<file path="config.mk">
export PLATFORM = sky130hd
export DESIGN_NAME = vga_timing_gen
export DESIGN_NICKNAME = d
export VERILOG_FILES = /design/src/rtl/vga_pkg.sv /design/src/rtl/vga_sync_delay.sv /design/src/rtl/vga_timing_gen.sv
export SDC_FILE = /design/constraint.sdc
export NUM_CORES = 1
export LEC_CHECK = 0
export CAP_MARGIN = 30
export CORE_ASPECT_RATIO = 1.1
export CORE_MARGIN = 8
export CORE_UTILIZATION = 50
export CTS_CLUSTER_DIAMETER = 120
export CTS_CLUSTER_SIZE = 12
export DETAILED_ROUTE_END_ITERATION = 8
export PLACE_DENSITY = 0.77
export SLEW_MARGIN = 40
export SYNTH_ARGS = -nofsm -noshare
export SYNTH_HDL_FRONTEND = slang
export SYNTH_SLANG_ARGS = --single-unit
</file>
<file path="constraint.sdc">
create_clock -name clk -period 4.93 [get_ports clk]
set_clock_uncertainty 0.15 [all_clocks]
set_input_delay 0.986 -clock clk [delete_from_list [all_inputs] [get_ports clk]]
set_output_delay 0.986 -clock clk [all_outputs]
set_load 0.005 [all_outputs]
</file>
<file path="src/rtl/vga_pkg.sv">
// vga_pkg: shared timing defaults and helpers for the VGA raster generator.
//   - DEF_* : 640x480@60Hz timing from a 100 MHz clock (CLK_DIV = 4 -> 25 MHz pixels)
//   - CNT_W / FRAME_W : scan-counter and frame-counter bus widths
//   - SYNC_ACTIVE : level driven on hSync/vSync during the sync pulse
//   - in_span() : half-open range test lo <= v < hi, unsigned
package vga_pkg;

  localparam int unsigned CNT_W   = 10;
  localparam int unsigned FRAME_W = 8;

  localparam int unsigned DEF_CLK_DIV     = 4;
  localparam int unsigned DEF_H_TOTAL     = 800;
  localparam int unsigned DEF_H_SYNC      = 96;
  localparam int unsigned DEF_H_ACT_START = 144;
  localparam int unsigned DEF_H_ACT_END   = 784;
  localparam int unsigned DEF_V_TOTAL     = 525;
  localparam int unsigned DEF_V_SYNC      = 2;
  localparam int unsigned DEF_V_ACT_START = 35;
  localparam int unsigned DEF_V_ACT_END   = 515;
  localparam int unsigned DEF_PIPE_STAGES = 2;

  localparam logic SYNC_ACTIVE = 1'b0;

  function automatic logic in_span(input logic [CNT_W-1:0] v,
                                   input logic [CNT_W-1:0] lo,
                                   input logic [CNT_W-1:0] hi);
    return (v >= lo) && (v < hi);
  endfunction

endpackage

</file>
<file path="src/rtl/vga_sync_delay.sv">
// vga_sync_delay: tick-enabled shift register used to delay the pad syncs so
// they line up with a renderer whose rgb output lags the scan counters.
// Ports:
//   i_clk  : clock
//   i_rst  : asynchronous active-high reset, every stage loads RESET_VAL
//   i_en   : shift enable (one pulse per pixel period)
//   i_d    : WIDTH-bit input
//   o_q    : i_d delayed by STAGES enabled shifts
module vga_sync_delay #(
  parameter int unsigned WIDTH     = 2,
  parameter int unsigned STAGES    = 2,
  parameter logic        RESET_VAL = 1'b1
) (
  input  logic             i_clk,
  input  logic             i_rst,
  input  logic             i_en,
  input  logic [WIDTH-1:0] i_d,
  output logic [WIDTH-1:0] o_q
);

  logic [WIDTH-1:0] r_sr [STAGES];

  always_ff @(posedge i_clk or posedge i_rst) begin
    if (i_rst) begin
      for (int unsigned i = 0; i < STAGES; i++) begin
        r_sr[i] <= {WIDTH{RESET_VAL}};
      end
    end else if (i_en) begin
      r_sr[0] <= i_d;
      for (int unsigned i = 1; i < STAGES; i++) begin
        r_sr[i] <= r_sr[i-1];
      end
    end
  end

  assign o_q = r_sr[STAGES-1];

endmodule

</file>
<file path="src/rtl/vga_timing_gen.sv">
// vga_timing_gen: VGA raster timing (default 640x480@60Hz from 100 MHz).
// Ports:
//   clk, rst     : system clock, asynchronous active-high reset
//   pix_tick     : one-clk pulse per pixel period, aligned with the new count
//   hCount       : horizontal position 0..H_TOTAL-1
//   vCount       : vertical position 0..V_TOTAL-1
//   bright       : (hCount,vCount) inside the active window
//   hSync/vSync  : active-low pad syncs
//   line_start   : one-clk pulse when hCount wraps to 0
//   frame_start  : one-clk pulse when (hCount,vCount) wraps to (0,0)
//   frame_count  : frames seen since reset, modulo 256
// Build option: define VGA_PIPE_ALIGN_EN to delay hSync/vSync by PIPE_STAGES
// pixel periods through vga_sync_delay.
module vga_timing_gen
  import vga_pkg::*;
#(
  parameter int unsigned CLK_DIV     = DEF_CLK_DIV,
  parameter int unsigned H_TOTAL     = DEF_H_TOTAL,
  parameter int unsigned H_SYNC      = DEF_H_SYNC,
  parameter int unsigned H_ACT_START = DEF_H_ACT_START,
  parameter int unsigned H_ACT_END   = DEF_H_ACT_END,
  parameter int unsigned V_TOTAL     = DEF_V_TOTAL,
  parameter int unsigned V_SYNC      = DEF_V_SYNC,
  parameter int unsigned V_ACT_START = DEF_V_ACT_START,
  parameter int unsigned V_ACT_END   = DEF_V_ACT_END,
  parameter int unsigned PIPE_STAGES = DEF_PIPE_STAGES
) (
  input  logic               clk,
  input  logic               rst,
  output logic               pix_tick,
  output logic [CNT_W-1:0]   hCount,
  output logic [CNT_W-1:0]   vCount,
  output logic               bright,
  output logic               hSync,
  output logic               vSync,
  output logic               line_start,
  output logic               frame_start,
  output logic [FRAME_W-1:0] frame_count
);

  localparam int unsigned DIV_W = (CLK_DIV > 1) ? $clog2(CLK_DIV) : 1;

  localparam logic [DIV_W-1:0] DIV_LAST  = DIV_W'(CLK_DIV - 1);
  localparam logic [CNT_W-1:0] H_LAST    = CNT_W'(H_TOTAL - 1);
  localparam logic [CNT_W-1:0] V_LAST    = CNT_W'(V_TOTAL - 1);
  localparam logic [CNT_W-1:0] H_SYNC_E  = CNT_W'(H_SYNC);
  localparam logic [CNT_W-1:0] V_SYNC_E  = CNT_W'(V_SYNC);
  localparam logic [CNT_W-1:0] H_ACT_S   = CNT_W'(H_ACT_START);
  localparam logic [CNT_W-1:0] H_ACT_E   = CNT_W'(H_ACT_END);
  localparam logic [CNT_W-1:0] V_ACT_S   = CNT_W'(V_ACT_START);
  localparam logic [CNT_W-1:0] V_ACT_E   = CNT_W'(V_ACT_END);

  if (CLK_DIV == 0 || PIPE_STAGES == 0) begin : g_bad_cfg
    $error("vga_timing_gen: CLK_DIV and PIPE_STAGES must be >= 1");
  end

  logic [DIV_W-1:0]   r_div;
  logic               r_tick;
  logic [CNT_W-1:0]   r_hcount;
  logic [CNT_W-1:0]   r_vcount;
  logic               r_bright;
  logic               r_hsync;
  logic               r_vsync;
  logic               r_line;
  logic               r_frame;
  logic [FRAME_W-1:0] r_frame_cnt;

  logic               w_adv;
  logic               w_h_wrap;
  logic               w_v_wrap;
  logic [CNT_W-1:0]   w_h_next;
  logic [CNT_W-1:0]   w_v_next;
  logic               w_bright_next;
  logic               w_hsync_next;
  logic               w_vsync_next;

  // Decode from next-state counters so registered bright/syncs land on the
  // same edge as the counters themselves.
  always_comb begin
    w_adv    = (r_div == DIV_LAST);
    w_h_wrap = (r_hcount == H_LAST);
    w_v_wrap = (r_vcount == V_LAST);
    w_h_next = w_h_wrap ? '0 : r_hcount + 1'b1;
    w_v_next = r_vcount;
    if (w_h_wrap) begin
      w_v_next = w_v_wrap ? '0 : r_vcount + 1'b1;
    end
    w_bright_next = in_span(w_h_next, H_ACT_S, H_ACT_E) &&
                    in_span(w_v_next, V_ACT_S, V_ACT_E);
    w_hsync_next  = (w_h_next < H_SYNC_E) ? SYNC_ACTIVE : ~SYNC_ACTIVE;
    w_vsync_next  = (w_v_next < V_SYNC_E) ? SYNC_ACTIVE : ~SYNC_ACTIVE;
  end

  // pix_tick is registered: it is high for the clk after the edge on which the
  // counters advanced, giving the first tick CLK_DIV clks after reset release.
  always_ff @(posedge clk or posedge rst) begin
    if (rst) begin
      r_div       <= '0;
      r_tick      <= 1'b0;
      r_hcount    <= '0;
      r_vcount    <= '0;
      r_bright    <= 1'b0;
      r_hsync     <= ~SYNC_ACTIVE;
      r_vsync     <= ~SYNC_ACTIVE;
      r_line      <= 1'b0;
      r_frame     <= 1'b0;
      r_frame_cnt <= '0;
    end else begin
      r_div   <= w_adv ? '0 : r_div + 1'b1;
      r_tick  <= w_adv;
      r_line  <= w_adv && w_h_wrap;
      r_frame <= w_adv && w_h_wrap && w_v_wrap;
      if (w_adv) begin
        r_hcount <= w_h_next;
        r_vcount <= w_v_next;
        r_bright <= w_bright_next;
        r_hsync  <= w_hsync_next;
        r_vsync  <= w_vsync_next;
        if (w_h_wrap && w_v_wrap) begin
          r_frame_cnt <= r_frame_cnt + 1'b1;
        end
      end
    end
  end

  assign pix_tick    = r_tick;
  assign hCount      = r_hcount;
  assign vCount      = r_vcount;
  assign bright      = r_bright;
  assign line_start  = r_line;
  assign frame_start = r_frame;
  assign frame_count = r_frame_cnt;

`ifdef VGA_PIPE_ALIGN_EN
  logic [1:0] w_sync_dly;

  // Shifts on the same edge the counters advance, so each stage is one full
  // pixel period of delay.
  vga_sync_delay #(
    .WIDTH     (2),
    .STAGES    (PIPE_STAGES),
    .RESET_VAL (1'b1)
  ) u_sync_delay (
    .i_clk (clk),
    .i_rst (rst),
    .i_en  (w_adv),
    .i_d   ({r_hsync, r_vsync}),
    .o_q   (w_sync_dly)
  );

  assign hSync = w_sync_dly[1];
  assign vSync = w_sync_dly[0];
`else
  assign hSync = r_hsync;
  assign vSync = r_vsync;
`endif

endmodule
</file>
# ---- Yosys cells after proc, flatten, opt, wreduce, memory -nomap -nowiden
# Index checks and enable logic that the tools add are counted.
dict set report op_classes {
  n_addsub 4
  magnitude_cmp 6
  n_eq_ne 3
  muxes 6
  n_reduce_logical 7
}
# operator n
set ops {}
lappend ops {{10-bit 2-to-1 mux} 3}
lappend ops {{10-bit by 1-bit adder with 10-bit output (second input constant)} 2}
lappend ops {{10-bit equality test (second input constant)} 2}
lappend ops {{10-bit < comparator (second input constant)} 2}
lappend ops {{10-bit by 6-bit greater-or-equal comparator with 1-bit output (second input constant)} 1}
lappend ops {{10-bit by 8-bit greater-or-equal comparator with 1-bit output (second input constant)} 1}
lappend ops {{10-bit by 2-bit < comparator with 1-bit output (second input constant)} 1}
lappend ops {{10-bit by 7-bit < comparator with 1-bit output (second input constant)} 1}
lappend ops {{8-bit by 1-bit adder with 8-bit output (second input constant)} 1}
lappend ops {{1-bit logical AND} 6}
lappend ops {{2-bit by 1-bit adder with 2-bit output (second input constant)} 1}
lappend ops {{2-bit equality test (second input constant)} 1}
lappend ops {{1-bit 2-to-1 mux} 2}
lappend ops {{2-bit 2-to-1 mux} 1}
lappend ops {{2-bit AND reduction} 1}
dict set report totals {
  ff_bits 36
  input_bits 2
  out_inout_bits 34
  wordCells 36
}

# ---- Depth between registers and ports, before layout
dict set report depth {
  ltp_word 6
  ltp_mapped 11
  mapped_depth_nobuf 9
}

# ---- Worst setup path after synthesis
# OpenSTA, ideal clock, no wires.
dict set report synth_path {
  kind {register -> register}
  startpoint {register r_vcount[0], in the netlist vCount[0]}
  endpoint {register r_bright, in the netlist bright}
  setup_time_ns 0.120
  t_arrival_ns 2.279
  required_time_ns 4.660
  setup_slack_ns 2.381
  path_stages_with_launch 11
  path_buffers 1
  period_less_slack_ns 2.549
  cell_sequence {dfrtp_1 -> clkbuf_1 -> inv_1 -> ha_1 -> nand4_1 -> nor4_4 -> o211ai_1 -> and3b_1 -> and4_1 -> a211o_1 -> a41o_1}
}
dict set report synth_via {
  elab_chain_len 6
  elab_cells_between_ends 8
  classes_between {1 x add/sub; 2 x order compare; 1 x eq/ne; 2 x mux; 2 x reduce/logical}
}
# item line_no
set synth_rtl {}
lappend synth_rtl {{start: declaration} vga_timing_gen.sv:60} ;# logic [CNT_W-1:0] r_vcount;
lappend synth_rtl {{start signal: assignment} vga_timing_gen.sv:115} ;# r_vcount <= w_v_next;
lappend synth_rtl {{10-bit by 1-bit adder with 10-bit output / 10-bit equality test (equally long branches)} {vga_timing_gen.sv:86, vga_timing_gen.sv:82}}
lappend synth_rtl {{10-bit 2-to-1 mux} vga_timing_gen.sv:86} ;# w_v_next = w_v_wrap ? '0 : r_vcount + 1'b1;
lappend synth_rtl {{10-bit 2-to-1 mux *} vga_timing_gen.sv:85} ;# if (w_h_wrap) begin
lappend synth_rtl {{10-bit by 6-bit greater-or-equal comparator with 1-bit output / 10-bit < comparator (equally long branches)} vga_pkg.sv:27} ;# return (v >= lo) && (v < hi);
lappend synth_rtl {{1-bit logical AND *} vga_pkg.sv:27}
lappend synth_rtl {{1-bit logical AND *} vga_timing_gen.sv:88} ;# w_bright_next = in_span(w_h_next, H_ACT_S, H_ACT_E) &&
lappend synth_rtl {{end signal: assignment} vga_timing_gen.sv:116} ;# r_bright <= w_bright_next;
lappend synth_rtl {{end: declaration} vga_timing_gen.sv:61} ;# logic r_bright;
# Mark *: on every way between the ends. The rest lies on a longest branch, timed or not.
# A chain may end at the register's enable or synchronous reset.

# ---- Worst setup path after layout
dict set report layout_path {
  startpoint {register r_hcount[0], in the netlist hCount[0]}
  endpoint {register r_bright, in the netlist bright}
}
dict set report layout_via {
  elab_chain_len 5
  elab_cells_between_ends 11
  classes_between {1 x add/sub; 4 x order compare; 1 x eq/ne; 2 x mux; 3 x reduce/logical}
}
# item line_no
set layout_rtl {}
lappend layout_rtl {{start: declaration} vga_timing_gen.sv:59} ;# logic [CNT_W-1:0] r_hcount;
lappend layout_rtl {{start signal: assignment} vga_timing_gen.sv:114} ;# r_hcount <= w_h_next;
lappend layout_rtl {{10-bit by 1-bit adder with 10-bit output / 10-bit equality test (equally long branches)} {vga_timing_gen.sv:83, vga_timing_gen.sv:81}}
lappend layout_rtl {{10-bit 2-to-1 mux, on equally long branches} {vga_timing_gen.sv:83, vga_timing_gen.sv:85}}
lappend layout_rtl {{10-bit by 8-bit greater-or-equal comparator with 1-bit output, or another cell as far along} vga_pkg.sv:27}
lappend layout_rtl {{1-bit logical AND} vga_pkg.sv:27}
lappend layout_rtl {{1-bit logical AND *} vga_timing_gen.sv:88}
# Marked as above.

==> run summary <==
For this run, the leading register cell type out of synthesis is dfrtp_1. The starting density of the core is 0.522, and the total of flip-flops plus latches after synthesis is 36. For the netlist area before placement, the log shows 2090 µm².

The number of clock buffers added by TritonCTS is 5. The die covers 6500 µm². The count of inserted antenna diode cells is 0, and the average instance area after synthesis is 9.70 µm². The H-tree level count was 2. The height of the die is 83.7 µm.

In the routed layout, each cell is associated on average with a via count of 5.73. The tools report the number of setup violations in the final report as 0. The worst hold path belongs to the class reg -> reg.

The detailed router put a total of 1.92 mm of wire on met1. The tools report the detailed router's first-iteration violation count as 105. The final route contains 1726 vias. The delay contributed by the slowest stage of the critical path was 600 ps; the non-filler instance count after layout was 301. After detailed routing, the met3 layer carries 231 µm of wire.

Measured along the x axis, the die boundary spans 77.6 µm. The required time at the endpoint of the critical path is 4960 ps. STA classifies the critical path endpoint as a flip-flop. The startpoint type of the worst setup path was a flip-flop. For the post-layout net count, the log shows 256. The share of final-layout standard cells stronger than drive strength 1 is 0.104, and the headroom to the max-slew limit is 0.613.

The aggregate global-route resource usage was 0.147; the post-CTS setup repair buffer count was 0. The number of flops mapped to enable cells by yosys was 0. In this run the top signal layer used is met4. TritonCTS built the clock tree. Gates resized during post-CTS repair numbered 0.

Kind of cell adding the most delay to the critical path: simple AND/OR/NAND/NOR gates. The floorplan has 24 rows. The run gives 0 as the count of nets left with antenna violations after detail routing. The number of instances in the synthesized netlist is 215, and the largest net degree at the start of global routing is 37. The total count of max-transition violations in the final report is 0.

Leaving out fill and tap cells, the most frequent cell in the layout is clkdlybuf4s50_1. The later pin in the worst-skew pair is clocked with a latency of 290 ps. The initial antenna violation count is 0, and the cell leakage power is 1.08 nW. Slowest cell on the critical path: nor3_4.

For this design, the sink count on the clock tree is 36. The longest clock path from root to sink contains 2 buffers. The growth of design area from synthesis to finish was 22.0%. The sum of buffers and inverters on the critical path is 0. Setup repair after global routing left no endpoint under its margin. The share of the cycle needed by the critical path after routing is 0.595, and the final wirelength is 4.49 mm. The final-report hold violation count was 0; the post-synth net total was 223. The met2 wire length was 2.26 mm. The fraction of registers with async set/reset works out to 1.00. Data on the critical path arrives at its endpoint at 2960 ps. The first global-routing pass estimated 7.96 mm of wire. Dividing the detail-routed wire length by the instance count gives 14.9 µm.

The Yosys step of the flow raised 0 warnings. During placement, the flow inserted port buffers numbering 35. The clock transition at the registers of the reported paths was 70 ps; the cell total after placement was 293.

The number of primary I/O pins is 36. Summed over all failing endpoints, the final setup total negative slack is 0 ps. In this run the power density over the cells is 201 nW/µm².

The run finished with clean final reports. The minimum clock period after layout is 2930 ps, and the cts-stage hold buffer count is 0. For the pin with the worst max-slew slack, the measured transition is 578 ps.

The largest driver fanout on the critical path is 16. The tree is rooted in a clkbuf_8. After synthesis, the netlist uses 54 different library cells. The maximum resistive drop on vdd came out at 190 µV. For this run, design rule violations remaining after detail routing come to 0. The fraction of the yosys area taken by sequential cells was 0.433; the total overflow reported by the global router was 0.

The detailed placement HPWL was 3.20 mm. The library cells used most frequently in the layout, excluding fill and tap cells, are clkdlybuf4s50_1 (35), dfrtp_1 (34), nand2_1 (24). The first-pass detailed-route iteration total came out at 4. Number of global-route vias before repair: 1651. The tightest hold path in the finished design has a slack of 284 ps.

The tool flagged a number of max-cap violations equal to 0. The setup path with the least slack is of type reg -> reg. Derived from the worst setup path, the maximum achievable clock frequency is 0.341 GHz. Core outline area: 3990 µm². Walking the worst path, the cells encountered are ha_1 -> nand4_1 -> nor3_4 -> a31oi_1 -> o221a_2 -> and4_1 -> a211o_1 -> a41o_1.

The routability congestion estimate is 0.850.
[metrics by stage]
stage,cell area [µm²],util,setup WS (ps),total power [mW]
6_report,2540,0.637,2000,0.511
5_1_grt,2540,0.637,1810,0.534
4_1_cts,2540,0.636,2020,0.520
3_3_place_gp,2450,0.614,2090,0.308
2_1_floorplan,2090,-,2380,0.305
3_5_place_dp,2450,0.614,2040,0.308
[Yosys cell counts, drive strengths merged, types with 2 or more instances]
cell | instances | area [µm²]
nand3 | 7 | 35.0
o211ai | 2 | 15.0
dfrtp | 34 | 851
a31oi | 2 | 12.5
a211o | 2 | 17.5
and4 | 4 | 35.0
mux2 | 5 | 56.3
xor2 | 8 | 70.1
a21oi | 10 | 50.1
o31ai | 2 | 15.0
dfstp | 2 | 52.6
nand4 | 6 | 37.5
nor2 | 16 | 60.1
nor3 | 4 | 31.3
o22ai | 3 | 18.8
or3 | 3 | 23.8
xnor2 | 10 | 87.6
buf | 5 | 36.3
a211oi | 2 | 20.0
ha | 6 | 75.1
nand2 | 24 | 90.1
clkbuf | 5 | 18.8
nor4 | 5 | 67.6
nor2b | 4 | 25.0
inv | 10 | 37.5
and3 | 2 | 12.5
o21ai | 12 | 60.1
[layer usage]
metal	vias up	GRT usage
met2	38	0.238
li1	841	-
met3	8	0.0463
met5	-	0
met1	839	0.180
met4	0	0.0464
[final timing paths]
path	startpoint	slack [ps]	end	cells after the start
setup / recovery	hCount[0]	2000	bright	8
hold / removal	r_div[0]	280	r_div[0]	1
setup reg to reg	hCount[0]	2000	bright	8
hold reg to reg	r_div[0]	280	r_div[0]	1
max in group asynchronous	rst	3340	hSync	3
min in group asynchronous	rst	940	vCount[0]	3
[worst reg2reg max path, delay by kind of cell (launching register included)]
kind | cells | cell delay, ps
AND/OR/NAND/NOR | 3 | 1030
adder cells (fa/ha/maj) | 1 | 250
AO/OA/AOI/OAI | 4 | 950
flip-flops | 1 | 460
[registers in the layout, indices dropped and copies added (netlist names)]
| name | cells |
|---|---|
| pix_tick | 1 |
| hSync | 1 |
| line_start | 1 |
| r_div | 2 |
| vSync | 1 |
| frame_count | 8 |
| vCount | 10 |
| hCount | 10 |
| frame_start | 1 |
| bright | 1 |
[report_power, final]
group	internal (mW)	leakage [nW]	switching, mW
clock network	0.0984	0.0479	0.110
registers	0.295	0.481	0
logic	0.00127	0.551	0.00548
[cell type report]
cell class / count / area, µm²
fillers: 339 / 1450
multi-input cells: 159 / 1090
flip-flops and latches: 36 / 903
repair buffers: 36 / 358
clock buffers: 5 / 68.8
well taps: 52 / 65.1
inverters: 10 / 37.5
clock inverters: 3 / 18.8
[logic make-up after synthesis]
kind of cell    count (synthesis)  synth area share
fa+ha+maj                       6            0.0360
mux                             6            0.0318
buf+inv                        20            0.0444
compound gates                 45             0.143
xor+xnor                       18            0.0756
flops                          36             0.433
simple gates                   84             0.236
No activity file was read; power rests on OpenSTA's default activity.
